$ cat config.mk
export PLATFORM = sky130hd
export DESIGN_NAME = attention_head_feeder
export DESIGN_NICKNAME = d
export VERILOG_FILES = /design/src/rtl/attention_head_feeder.sv
export SDC_FILE = /design/constraint.sdc
export NUM_CORES = 2
export LEC_CHECK = 0
export ABC_AREA = 1
export ABC_CLOCK_PERIOD_IN_PS = 4900
export CAP_MARGIN = 25
export CORE_AREA = 2 2 325 327
export DETAILED_ROUTE_END_ITERATION = 10
export DIE_AREA = 0 0 327 329
export GPL_TIMING_DRIVEN = 0
export PLACE_DENSITY = 0.81
export SETUP_SLACK_MARGIN = 0.5
export SLEW_MARGIN = 25
export SYNTH_ARGS = -nofsm -noshare
export SYNTH_HDL_FRONTEND = slang
export SYNTH_SLANG_ARGS = --single-unit
$ cat constraint.sdc
create_clock -name clk -period 4.9 [get_ports clk]
set_input_delay 0.49 -clock clk [delete_from_list [all_inputs] [get_ports clk]]
set_output_delay 0.49 -clock clk [all_outputs]
set_load 0.01 [all_outputs]
$ cat src/rtl/attention_head_feeder.sv
// attention_head_feeder: buffers up to DEPTH tokens with their four per-head
// biases, then streams them to the attention block with en held high, pads
// with zeros until end_flag, and pulses done.
// Optional build macro: FEEDER_TIMEOUT_EN adds a WAIT_END watchdog that
// raises the sticky err flag after TIMEOUT cycles without end_flag.

package definition;
    localparam int att_width = 16;
endpackage

module attention_head_feeder
    import definition::*;
#(
    parameter int DEPTH   = 16,
    parameter int TIMEOUT = 1023
) (
    input  logic                     clk,
    input  logic                     rstn,
    input  logic                     wr_en,
    input  logic [$clog2(DEPTH)-1:0] wr_addr,
    input  logic [att_width-1:0]     wr_data,
    input  logic [4*att_width-1:0]   wr_bias,
    input  logic                     start,
    input  logic [$clog2(DEPTH):0]   len,
    output logic [att_width-1:0]     i_4head,
    output logic [att_width-1:0]     bias_1,
    output logic [att_width-1:0]     bias_2,
    output logic [att_width-1:0]     bias_3,
    output logic [att_width-1:0]     bias_4,
    output logic                     en,
    input  logic                     end_flag,
    output logic                     busy,
    output logic                     done,
    output logic                     err
);

    // state    | meaning
    // IDLE     | buffer writable, waiting for a start with a legal len
    // STREAM   | presenting buffer entry idx, en high
    // WAIT_END | zeros presented, en high, waiting for end_flag
    // DONE     | done pulse cycle, start ignored

    localparam int IW = $clog2(DEPTH);
    localparam int LW = IW + 1;
    localparam int EW = 5 * att_width;

    typedef enum logic [1:0] {IDLE, STREAM, WAIT_END, DONE} state_t;

    state_t        state;
    logic [EW-1:0] mem [DEPTH];
    logic [IW-1:0] idx;
    logic [LW-1:0] len_q;
    logic          len_ok;
    logic          start_ok;
    logic          last;
    logic [IW-1:0] idx_nxt;
    logic [EW-1:0] entry_nxt;

`ifdef FEEDER_TIMEOUT_EN
    localparam int CW = $clog2(TIMEOUT + 1);
    logic [CW-1:0] wait_cnt;
`endif

    // Elaboration-time sanity check on the parameters.
    if (DEPTH < 2 || TIMEOUT < 1) begin : g_param_check
        $error("attention_head_feeder: DEPTH must be >= 2 and TIMEOUT >= 1");
    end

    // Start qualification and next-entry lookup.
    always_comb begin
        len_ok    = (len != '0) && (len <= LW'(DEPTH));
        start_ok  = (state == IDLE) && start && len_ok;
        last      = (LW'(idx) == (len_q - LW'(1)));
        idx_nxt   = idx + IW'(1);
        entry_nxt = mem[idx_nxt];
    end

    // Token buffer: writable only while idle and not being started this edge.
    // Entry layout is {bias_4, bias_3, bias_2, bias_1, token}.
    always_ff @(posedge clk) begin
        if (wr_en && (state == IDLE) && !start_ok) begin
            mem[wr_addr] <= {wr_bias, wr_data};
        end
    end

    // Sequencer with registered datapath outputs.
    always_ff @(posedge clk or negedge rstn) begin
        if (!rstn) begin
            state   <= IDLE;
            idx     <= '0;
            len_q   <= '0;
            i_4head <= '0;
            bias_1  <= '0;
            bias_2  <= '0;
            bias_3  <= '0;
            bias_4  <= '0;
            en      <= 1'b0;
            busy    <= 1'b0;
            done    <= 1'b0;
            err     <= 1'b0;
`ifdef FEEDER_TIMEOUT_EN
            wait_cnt <= '0;
`endif
        end else begin
            case (state)
                IDLE: begin
                    if (start_ok) begin
                        len_q <= len;
                        idx   <= '0;
                        err   <= 1'b0;
                        en    <= 1'b1;
                        busy  <= 1'b1;
                        {bias_4, bias_3, bias_2, bias_1, i_4head} <= mem[0];
                        state <= STREAM;
                    end
                end
                STREAM: begin
                    if (last) begin
                        {bias_4, bias_3, bias_2, bias_1, i_4head} <= '0;
`ifdef FEEDER_TIMEOUT_EN
                        wait_cnt <= '0;
`endif
                        state <= WAIT_END;
                    end else begin
                        idx <= idx_nxt;
                        {bias_4, bias_3, bias_2, bias_1, i_4head} <= entry_nxt;
                    end
                end
                WAIT_END: begin
                    if (end_flag) begin
                        en    <= 1'b0;
                        done  <= 1'b1;
                        state <= DONE;
                    end
`ifdef FEEDER_TIMEOUT_EN
                    else if (wait_cnt == CW'(TIMEOUT - 1)) begin
                        en    <= 1'b0;
                        done  <= 1'b1;
                        err   <= 1'b1;
                        state <= DONE;
                    end else begin
                        wait_cnt <= wait_cnt + CW'(1);
                    end
`endif
                end
                DONE: begin
                    done  <= 1'b0;
                    busy  <= 1'b0;
                    state <= IDLE;
                end
                default: state <= IDLE;
            endcase
        end
    end

endmodule

==> results.toml <==
[setup_path]
worstReg2RegEnd = "bias_3[11]"
required_ns = 5.49
worst-r2r-setup-slack_ns = 1.30
reg2reg_depth = 11
reg2reg_from = "idx[1]"
slowest_stage = "clkbuf_1"
crit_arrival_ns = 4.20
startpoint_type = "flop"
path_class = "reg2reg"
path_cells = "ha_1 -> buf_2 -> clkbuf_1 -> buf_1 -> nand3_1 -> nand3_1 -> nand3_1 -> nand2_1 -> nor2_1 -> nor2_1 -> nor2_1"
max_stage_delay_ns = 0.87
end_kind = "flop"
crit_fanout = 10

[global_route]
grt_max_degree = 58
grt_use_total_pct = 28.8
antenna_found_initial = 8
grt_pass1_vias = 40264
grt_pass1_wl_mm = 234
grt-ovfl-total = 0

[timing]
period_share_pct = 73.5
holdWs_ns = 0.235
worst_pin_slew_ns = 1.16
setup_viol = 0
skew_ns = 0.0234
drv_slew = 0
fmax_mhz = 278
final.min_clock_period_ns = 3.60
slew-limit-headroom_pct = 22.7
finalHoldViolCount = 0
rsz0062_at_grt = "no"

[detailed_routing]
wl_mm = 156
first_pass_iters = 8
drc = 0
via_count = 41262
wire_per_inst_um = 22.1
viasPerCell = 5.84
ant_nets = 0
dr.first_iter.drc_count = 6217

[clock_network]
cts-root-buf = "clkbuf_16"
clk_latency_ns = 0.75
cts.htree.levels = 4
cts_buffers = 134
cts_buffer_depth = 3
clkSinkCount = 1374
clk_pin_slew_worst_paths_ns = 0.06
cts_tree = "built"
cts_setup_buffers = 0
cts.repair.resized = 0

[place]
gp_congestion = 0.867
io_buffers = 176
dp.final_hpwl_mm = 105

[layout]
final_cell_mix = "nand2_1, edfxtp_1, nand3_1, inv_1, nor2_1"
nets = 5666
syn_to_final_growth_pct = 16.5
final_util_pct = 63.3
fill_cells = 7125
drive_gt1_share_pct = 6.77
final_common_cell = "nand2_1"

[die]
die_area_sq_um = 108000
core_sq_um = 104000
ios = 178
initial_core_util_pct = 54.4
die_h_um = 329
die_w_um = 327
rows = 119

[power_and_ir_drop]
p_clk_share_pct = 27.7
p_switching_mw = 13.2
p_int_mw = 22.8
cellLeakagePower_nw = 25.4
seq_power_share_pct = 38.1
peakVddDrop_mv = 0.425
comb_power_share_pct = 34.1
p_sw_share_pct = 36.7
powerDensity_nw_per_um2 = 545

[yosys]
ys_seq_area_share_pct = 71.9
postSynth.asyncResetShare_pct = 6.84
synth_cell_types = 29
syn_inst = 5190
ys_seq_elements = 1374
avgSynthCellArea_sq_um = 10.9
syn-num-nets = 5291
synth_flop_cell = "edfxtp_1"
ys_warn_count = 0
netlist_area_sq_um = 56700
synth_edf_count = 1280

[flow_run]
cap_viol_max_count = 0

[outcome]
status = "completed"

[worst_hold_path]
hold_class = "in2async"
## cells in the mapped netlist, types with 2 or more instances
master    number  area [sq um]
a21oi_1        5          25.0
a22oi_1        2          15.0
buf_1         19          71.3
buf_2        106           531
buf_4          7          52.6
clkbuf_1     168           631
dfrtp_1       94          2350
edfxtp_1    1280         38400
ha_1           7          87.6
inv_1        342          1280
inv_2          3          11.3
nand2_1     1732          6500
nand3_1     1046          5240
nand4_1        5          31.3
nor2_1       354          1330
o21ai_0        5          25.0
o21ai_1        2          10.0
xor2_2         2          32.5
## cell type report
type | instances | area, sq um | share of cell area, %
antenna | 2 | 5.00 | 0.00757
clock buffer | 190 | 3780 | 5.72
tap | 1391 | 1740 | 2.63
buffer | 300 | 1290 | 1.95
multi-input combinational | 3169 | 13500 | 20.5
sequential | 1374 | 40800 | 61.7
clock inverter | 56 | 447 | 0.676
timing repair buffer | 239 | 3230 | 4.88
inverter | 347 | 1300 | 1.97
## kinds of logic after synthesis
kind of cell | synth area share [%]
AOI/OAI and AO/OA | 0.132
DFF | 71.9
buffers and inverters | 4.56
adders and majority gates | 0.154
other | 0.00661
and+or+nand+nor | 23.1
xor gates and xnor gates | 0.117
## worst max-delay path by stage
stage | depth (start not counted) | to | from | slack [ns]
after floorplan | 10 | mem[4][0] | state[0] | -0.33
after global placement | 10 | mem[11][13] | len[3] | -4.07
after detailed placement | 12 | mem[12][66] | len[3] | 1.01
after CTS | 12 | mem[12][66] | state[0] | 1.36
after global routing | 12 | mem[12][14] | state[0] | 1.18
final | 11 | bias_3[11] | idx[1] | 1.30
## worst max-delay path: cells and delay by family, from the launching register on
| family | cells | cell delay (ns) |
|---|---|---|
| fa+ha+maj | 1 | 0.36 |
| simple gates | 7 | 1.04 |
| flops | 1 | 0.43 |
| buf+inv | 3 | 1.61 |
## registers in the layout, indices dropped and copies added, names as in the netlist
name	flops
state	2
done	1
busy	1
i_4head	16
bias_3	16
mem	1280
bias_1	16
en	1
len_q	5
bias_2	16
bias_4	16
idx	4
## timing repair
item                                    in CTS  in global routing
endpoints found under the setup margin       0                  0
endpoints found under the hold margin       37                  0
hold buffers                                 1                  0
## power by group through the flow
stage	combinational (mW)	clock (mW)	sequential (mW)
global placement	11.3	0	14.0
finish	12.3	10.0	13.7
floorplan	7.05	0	14.1
global route	13.3	10.5	13.8
detailed placement	11.8	0	14.0
CTS	12.1	9.99	13.7
## stage by stage
stage               total power, mW  setup TNS [ns]  area [sq um]  setup WS, ns  cells
floorplan                      21.1         -397.01         56700        -0.329   5190
global placement               25.3        -4645.74         60200         -4.07   6757
detailed placement             25.8               0         61900          1.01   6819
CTS                            35.8               0         66100          1.36   7066
global route                   37.5               0         66100          1.18   7066
finish                         36.0               0         66100          1.30   7068
## per-layer routing
metal	global-route usage (%)	share of wire [%]
met4	16.2	5.8
met3	5.62	12
met5	0	0.0070
met2	46.9	47
met1	36.4	35
Note: power is estimated with default switching activity, not from simulation.
